===== src/rtl/rgb_rank_classifier.sv =====
// Ranks every colour channel of N blocks with a stable odd-even transposition sort,
// then buckets each per-channel rank against run-time thresholds into a per-block label.
module rgb_rank_classifier #(
  parameter int unsigned N     = 16,
  parameter int unsigned CH_W  = 8,
  parameter int unsigned NCH   = 3,
  parameter int unsigned IDX_W = $clog2(N),
  parameter int unsigned LBL_W = 2 * NCH
) (
  input  logic                        i_clk,
  input  logic                        i_rst_n,
  input  logic                        i_start,
  input  logic [N*NCH*CH_W-1:0]       i_data,
  input  logic [NCH*(IDX_W+1)-1:0]    i_thr_lo,
  input  logic [NCH*(IDX_W+1)-1:0]    i_thr_hi,
  output logic                        o_busy,
  output logic                        o_done,
  output logic [N*NCH*IDX_W-1:0]      o_rank,
  output logic [N*LBL_W-1:0]          o_label
);

  localparam int unsigned TW = IDX_W + 1;
  localparam logic [IDX_W-1:0] LastPass = IDX_W'(N - 1);

  typedef enum logic [2:0] {StIdle, StSort, StRank, StLabel, StDone} state_e;

  state_e state_q, state_d;

  logic [CH_W-1:0]     val_q  [NCH][N];
  logic [CH_W-1:0]     val_d  [NCH][N];
  logic [IDX_W-1:0]    idx_q  [NCH][N];
  logic [IDX_W-1:0]    idx_d  [NCH][N];
  logic [IDX_W-1:0]    rank_q [NCH][N];
  logic [IDX_W-1:0]    rank_d [NCH][N];
  logic [IDX_W-1:0]    pass_q;
  logic [NCH*TW-1:0]   thr_lo_q, thr_hi_q;
  logic [N*NCH*IDX_W-1:0] rank_flat, rank_out_q;
  logic [N*LBL_W-1:0]  label_d, label_out_q;

  always_comb begin
    state_d = state_q;
    unique case (state_q)
      StIdle:  if (i_start) state_d = StSort;
      StSort:  if (pass_q == LastPass) state_d = StRank;
      StRank:  state_d = StLabel;
      StLabel: state_d = StDone;
      StDone:  state_d = StIdle;
      default: state_d = StIdle;
    endcase
  end

  always_ff @(posedge i_clk or negedge i_rst_n) begin
    if (!i_rst_n) state_q <= StIdle;
    else          state_q <= state_d;
  end

  // One transposition pass; pairs within a pass are disjoint, so all swaps read the old array.
  always_comb begin
    for (int c = 0; c < NCH; c++) begin
      for (int k = 0; k < N; k++) begin
        val_d[c][k] = val_q[c][k];
        idx_d[c][k] = idx_q[c][k];
      end
    end
    for (int c = 0; c < NCH; c++) begin
      for (int k = 0; k < N - 1; k++) begin
        if (((k % 2) == int'(pass_q[0])) && (val_q[c][k] > val_q[c][k+1])) begin
          val_d[c][k]   = val_q[c][k+1];
          val_d[c][k+1] = val_q[c][k];
          idx_d[c][k]   = idx_q[c][k+1];
          idx_d[c][k+1] = idx_q[c][k];
        end
      end
    end
  end

  // Invert the sorted index permutation into per-block ranks.
  always_comb begin
    for (int c = 0; c < NCH; c++) begin
      for (int k = 0; k < N; k++) rank_d[c][k] = '0;
    end
    for (int c = 0; c < NCH; c++) begin
      for (int k = 0; k < N; k++) rank_d[c][idx_q[c][k]] = IDX_W'(k);
    end
  end

  always_comb begin
    rank_flat = '0;
    label_d   = '0;
    for (int j = 0; j < N; j++) begin
      for (int c = 0; c < NCH; c++) begin
        rank_flat[(j*NCH+c)*IDX_W +: IDX_W] = rank_q[c][j];
        if ({1'b0, rank_q[c][j]} < thr_lo_q[c*TW +: TW]) begin
          label_d[j*LBL_W + 2*c +: 2] = 2'd0;
        end else if ({1'b0, rank_q[c][j]} < thr_hi_q[c*TW +: TW]) begin
          label_d[j*LBL_W + 2*c +: 2] = 2'd1;
        end else begin
          label_d[j*LBL_W + 2*c +: 2] = 2'd2;
        end
      end
    end
  end

  always_ff @(posedge i_clk or negedge i_rst_n) begin
    if (!i_rst_n) begin
      for (int c = 0; c < NCH; c++) begin
        for (int k = 0; k < N; k++) begin
          val_q[c][k]  <= '0;
          idx_q[c][k]  <= '0;
          rank_q[c][k] <= '0;
        end
      end
      pass_q      <= '0;
      thr_lo_q    <= '0;
      thr_hi_q    <= '0;
      rank_out_q  <= '0;
      label_out_q <= '0;
    end else begin
      unique case (state_q)
        StIdle: begin
          if (i_start) begin
            for (int c = 0; c < NCH; c++) begin
              for (int k = 0; k < N; k++) begin
                val_q[c][k] <= i_data[(k*NCH+c)*CH_W +: CH_W];
                idx_q[c][k] <= IDX_W'(k);
              end
            end
            thr_lo_q <= i_thr_lo;
            thr_hi_q <= i_thr_hi;
            pass_q   <= '0;
          end
        end
        StSort: begin
          val_q  <= val_d;
          idx_q  <= idx_d;
          pass_q <= pass_q + 1'b1;
        end
        StRank:  rank_q <= rank_d;
        StLabel: begin
          rank_out_q  <= rank_flat;
          label_out_q <= label_d;
        end
        default: ;
      endcase
    end
  end

  assign o_busy  = (state_q != StIdle);
  assign o_done  = (state_q == StDone);
  assign o_rank  = rank_out_q;
  assign o_label = label_out_q;

endmodule


===== config.mk =====
export PLATFORM = sky130hd
export DESIGN_NAME = rgb_rank_classifier
export DESIGN_NICKNAME = d
export VERILOG_FILES = /design/src/rtl/rgb_rank_classifier.sv
export SDC_FILE = /design/constraint.sdc
export NUM_CORES = 2
export LEC_CHECK = 0
export ABC_AREA = 1
export CAP_MARGIN = 25
export CORE_ASPECT_RATIO = 1.2
export CORE_MARGIN = 2
export CORE_UTILIZATION = 45
export CTS_BUF_LIST = sky130_fd_sc_hd__clkbuf_16
export DETAILED_ROUTE_END_ITERATION = 8
export GPL_TIMING_DRIVEN = 0
export PLACE_DENSITY = 0.65
export SLEW_MARGIN = 10
export SYNTH_ARGS = -nofsm -noshare
export SYNTH_HDL_FRONTEND = slang
export SYNTH_SLANG_ARGS = --single-unit

===== constraint.sdc =====
create_clock -name i_clk -period 6 [get_ports i_clk]
set_input_delay 0.6 -clock i_clk [delete_from_list [all_inputs] [get_ports i_clk]]
set_output_delay 0.6 -clock i_clk [all_outputs]
set_load 0.02 [all_outputs]

==> Word-level counts from Yosys, hierarchy flattened <==
Cells that the tools add are included.
{ "totals": {"regBits": 1093, "mem_count": 0, "out_inout_bits": 290, "mem_bits_ro": 0, "elab_cells": 1029, "ram_bits": 0, "latchBits": 0} }
{ "classes": {"n_lt_le_gt_ge": 231, "n_shift": 0, "n_mux": 285, "div_mod_pow": 0, "reduce_logical": 144, "addsub": 1, "eq_ne": 55, "bitwise": 163, "n_mul": 0} }
{ "ops": {"columns": ["op", "n"], "rows": [
  ["$pmux W384 S2", 1],
  ["$demux W4 S4", 45],
  ["$mux W16", 45],
  ["$and A32 B32 Y32", 18],
  ["$not A32 Y32", 18],
  ["$or A32 B32 Y32", 18],
  ["$or A48 B48 Y48", 12],
  ["$lt A4 B5 Y1", 96],
  ["$not A48 Y48", 9],
  ["$mux W384", 1],
  ["$pmux W192 S2", 1],
  ["$gt A8 B8 Y1", 45],
  ["$mux W8", 45],
  ["$and A48 B48 Y48", 6],
  ["$ge A5 B5 Y1 const B", 45],
  ["$lt A5 B1 Y1 const B", 45],
  ["$not A4 Y5", 45],
  ["$and A16 B16 Y16", 12],
  ["$mux W192", 1],
  ["$mux W2", 96],
  ["$not A16 Y16", 12],
  ["$or A64 B64 Y64", 3],
  ["$mux W4", 46],
  ["$and A46 B48 Y48", 3],
  ["other kinds (18)", 211]
]} }

==> Logic depth before layout (Yosys ltp) <==
{ "logic_depth": {"word_depth": 20, "depth_mapped": 17} }

==> Worst setup path before layout <==
No wires, ideal clock.
{ "synth_path": {"kind": "reg2reg", "start": "register val_q[353] (netlist name)", "end": "register val_q[358] (netlist name)", "synth_period_minus_slack_ns": 2.198, "required_ns": 5.869, "setup_ns": 0.131, "path_buffers": 1, "arrival_ns": 2.066, "path_slack_ns": 3.802, "path_stages_with_launch": 18, "cell_sequence": "dfrtp_1 -> inv_1 -> ha_1 -> inv_1 -> nor2_1 -> o21ai_1 -> nand2_1 -> nand2_1 -> o211ai_1 -> o211ai_1 -> inv_1 -> nor2_1 -> nand2_1 -> nand2_2 -> inv_2 -> clkbuf_1 -> nand2_1 -> o21ai_0"} }
{ "synth_via": {"elab_chain_cells": 4} }
{ "synth_lines": {"columns": ["item", "line", "rtl"], "rows": [
  ["from (decl)", "29", "logic [CH_W-1:0] val_q [NCH][N];"],
  ["from (signal, indexed assignment)", "124", "val_q[c][k] <= i_data[(k*NCH+c)*CH_W +: CH_W];"],
  ["from (signal assigned)", "134", "val_q <= val_d;"],
  ["$gt A8 B8 Y1", "67", "if (((k % 2) == int'(pass_q[0])) && (val_q[c][k] > val_q[c][k+1])) begin"],
  ["$logic_and A1 B1 Y1", "67", null],
  ["$ne A3 B3 Y1 (no source line) or $mux W16 (tied branches)", null, null],
  ["$reduce_and A3 Y1 (no source line) or $pmux W384 S2 (tied branches)", null, null]
]} }
Several ways; a longest one is shown, not always the timed one. The select of a mux whose other input is x is not followed.
A chain may end at the register's enable or synchronous reset.

==> Worst setup path after layout <==
{ "layout_path": {"start": "register state_q[2]", "end": "register val_q[185] (netlist name)"} }
{ "layout_via": {"elab_chain_cells": 3} }
{ "layout_lines": {"columns": ["item", "line", "rtl"], "rows": [
  ["from (decl)", "27", "state_e state_q, state_d;"],
  ["from (signal assigned)", "53", "if (!i_rst_n) state_q <= StIdle;"],
  ["from (signal assigned)", "54", "else state_q <= state_d;"],
  ["$eq A3 B1 Y1 or $logic_not A3 Y1 (tied branches)", "119", "unique case (state_q)"],
  ["$ne A3 B3 Y1 (no source line), or another cell as far along", null, null],
  ["$reduce_and A3 Y1 (no source line)", null, null]
]} }
Several ways; a longest one is shown, not always the timed one.

==> flow_metrics.tcl <==
set metrics [dict create \
    status "complete, no violations" \
    fin_hold_ws_ps 326 \
    rsz0062_at_grt "false" \
    cts_root_buffer "clkbuf_16" \
    hold_class "in2async" \
    synth.area.top_cells "dfrtp_1, nand2_1, ha_1" \
    grt_start_max_net_pins 171 \
    drcViolationCount 0 \
    crit_arrival_ps 4630 \
    first_global_vias 76400 \
    finalCriticalPeriod_ps 3990 \
    worstMarginPinSlew_ps 1220 \
    netlist_area_um2 75500 \
    worst_clock_skew_ps 42.0 \
    r2r-end "val_q[185]$_DFFE_PN0P_" \
    cts_resized 0 \
    synth_nets 11900 \
    postSynth.asyncResetShare_pct 100 \
    r2r_cells 8 \
    multiInputGateArea_um2 40700 \
    routed_wl_um 355000 \
    setup_slack_ps 2010 \
    drtPass1Iterations 7 \
    cap_violations 0 \
    grt_overflow_total 0 \
    hpwlAfterDp_um 291000 \
    synthFlopType "dfrtp_1" \
    setup_tns_ps 0 \
    grt_pass1_wl_um 509000 \
    slew_violations 0 \
    num_rows 164 \
    layout-drive-gt1-share_pct 3.73 \
    syn_inst 10800 \
    post_cts_buffers 0 \
    cts_hold_repair.buffers 1 \
    vdd.ir_drop.worst_mv 0.401 \
    start_util_pct 45.3 \
    synth_top_cell_area_share_pct 36.2 \
    seqCellArea_um2 27400 \
    antenna_found_initial 11 \
    area_growth_pct 19.2 \
    tritoncts "yes" \
    place_area_um2 85900 \
    vias 80400 \
    viasPerCell 5.74 \
    fmax_mhz 251 \
    synth-seq-cells 1093 \
    fillerInstances 16500 \
    yosysMostFrequentCell "nand2_1" \
    crit_required_ps 6650 \
    final_antenna_net_count 0 \
    dieArea_um2 171000 \
    seq_area_frac_synth_pct 36.2 \
    clk_pin_slew_worst_paths_ps 70 \
    portBuffers 706 \
    r2r_slack_ps 2010 \
    dp_slack_ps 2050 \
    worst-path-max-fanout 10 \
    cts_buffer_depth 3 \
    postLayoutCellArea_um2 90000 \
    synth_edf_count 0 \
    nNetsFinal 12700 \
    powerDensity_nw_per_um2 722 \
    syn_area_per_cell_um2 7.00 \
    die_y_um 453 \
    htree_levels 3 \
    timing.rr.start "state_q[2]$_DFFE_PN0P_" \
    wl_per_cell_um 25.3 \
    insertion_delay_ps 790 \
    ys_warn_count 0 \
    yosys.area.top_type "dfrtp_1" \
    cts_num_sinks 1093 \
    gp_congestion 1.05 \
    slew-limit-headroom_pct 18.4 \
    hold_violations 0 \
    ios 707 \
    worstSetupStartpointType "flop" \
    period_share_pct 66.4 \
    fp.dieW_um 378 \
    post_synth_num_cell_types 45 \
    core_um2 167000 \
    end_kind "flop" \
    drtIter0Drc 8380 \
    grt_util_all_layers_pct 40.4 \
    setup_viol 0 \
    p_leak_nw 43.9 \
    numCtsBuffers 121 \
    path_class "reg2reg" \
    synth_common_cells "nand2_1, inv_1, nor2_1" \
    utilization_pct 54.0 \
]
## worst max-delay path, stage by stage (launching register included)
cell and delay, ps:
dfrtp_1 450, nor3_4 670, buf_8 250, buf_4 420, buf_2 510, clkbuf_1 880, o21ai_0 260, o221ai_1 210
o21ai_0 130
## how the worst max path moves through the flow
stage,cells past startpoint,slack (ps),from,endpoint
after floorplan,17,3800,val_q[353]$_DFFE_PN0P_,val_q[358]$_DFFE_PN0P_
after global placement,1,-47330,i_rst_n,o_label[25]$_DFFE_PN0P_
after detailed placement,11,2050,i_start,val_q[372]$_DFFE_PN0P_
after CTS,8,2090,state_q[2]$_DFFE_PN0P_,val_q[85]$_DFFE_PN0P_
after global routing,8,2100,state_q[2]$_DFFE_PN0P_,val_q[85]$_DFFE_PN0P_
final,8,2010,state_q[2]$_DFFE_PN0P_,val_q[185]$_DFFE_PN0P_
## sequential cells by signal, summed over array words and instances (netlist names)
register   count
val_q        384
pass_q         4
state_q        3
thr_hi_q      15
idx_q        192
o_label       96
o_rank       192
thr_lo_q      15
rank_flat    192
## cells in the final DEF (no fill, tap or decap), types with 11 or more instances in the layout
| cell type | count |
|---|---|
| dfrtp_1 | 1093 |
| o21bai_1 | 15 |
| clkinv_2 | 22 |
| o311ai_0 | 47 |
| buf_8 | 17 |
| nor3_1 | 51 |
| nand4_1 | 79 |
| clkdlybuf4s50_1 | 705 |
| a31oi_1 | 134 |
| o21a_1 | 28 |
| nor4_1 | 40 |
| o21ai_1 | 104 |
| bufinv_16 | 15 |
| clkbuf_16 | 124 |
| and2_1 | 36 |
| inv_1 | 1545 |
| clkbuf_1 | 245 |
| or2_2 | 56 |
| o22ai_1 | 258 |
| o211ai_1 | 54 |
| nor2_1 | 1306 |
| ha_1 | 649 |
| nand2_1 | 2703 |
| a21oi_1 | 473 |
| nand2_2 | 12 |
| buf_6 | 11 |
| inv_2 | 22 |
| buf_2 | 102 |
| o221ai_1 | 86 |
| a22oi_1 | 113 |
| clkinv_1 | 40 |
| buf_1 | 22 |
| o21ai_0 | 1122 |
| nand3_1 | 319 |
## layout make-up
type / count / area share (%)
Multi-Input combinational cell: 7747 / 45.2
Clock inverter: 104 / 1.03
Clock buffer: 124 / 3.45
Antenna cell: 7 / 0.0195
Sequential cell: 1093 / 30.4
Buffer: 387 / 1.85
Inverter: 1557 / 6.49
Timing Repair Buffer: 737 / 8.47
Tap cell: 2241 / 3.12
## cells by family (layout without fill, tap and decap cells)
group,Yosys count,in the layout,synth area share [%]
other,0,7,0
adder cells (fa/ha/maj),649,649,10.8
AND/OR/NAND/NOR,4621,4621,24.5
buffers and inverters,1944,2909,9.94
multiplexers,8,8,0.106
AO/OA/AOI/OAI,2469,2469,18.5
flip-flops,1093,1093,36.2
## per-layer routing
| layer | GRT usage, % | up-vias | share of wire [%] |
|---|---|---|---|
| met4 | 26.6 | 4 | 7.7 |
| met2 | 61.9 | 4091 | 43 |
| li1 | - | 37200 | - |
| met1 | 53.2 | 38300 | 41 |
| met3 | 5.56 | 819 | 8.1 |
| met5 | 0 | - | 0.0076 |
## through the flow
| stage | power [mW] | instances |
|---|---|---|
| floorplan | 38.8 | 10800 |
| global placement | 54.7 | 13700 |
| detailed placement | 55.8 | 13800 |
| CTS | 63.7 | 14000 |
| global route | 69.6 | 14000 |
| finish | 65.0 | 14000 |
## where the power goes
group | internal [mW] | switching, mW | leakage, nW | total (mW)
Clock | 4.38 | 3.43 | 2.05 | 7.81
Combinational | 12.9 | 29.3 | 28.5 | 42.2
Sequential | 11.0 | 3.90 | 13.4 | 14.9
Note: power is estimated with default switching activity, not from simulation.
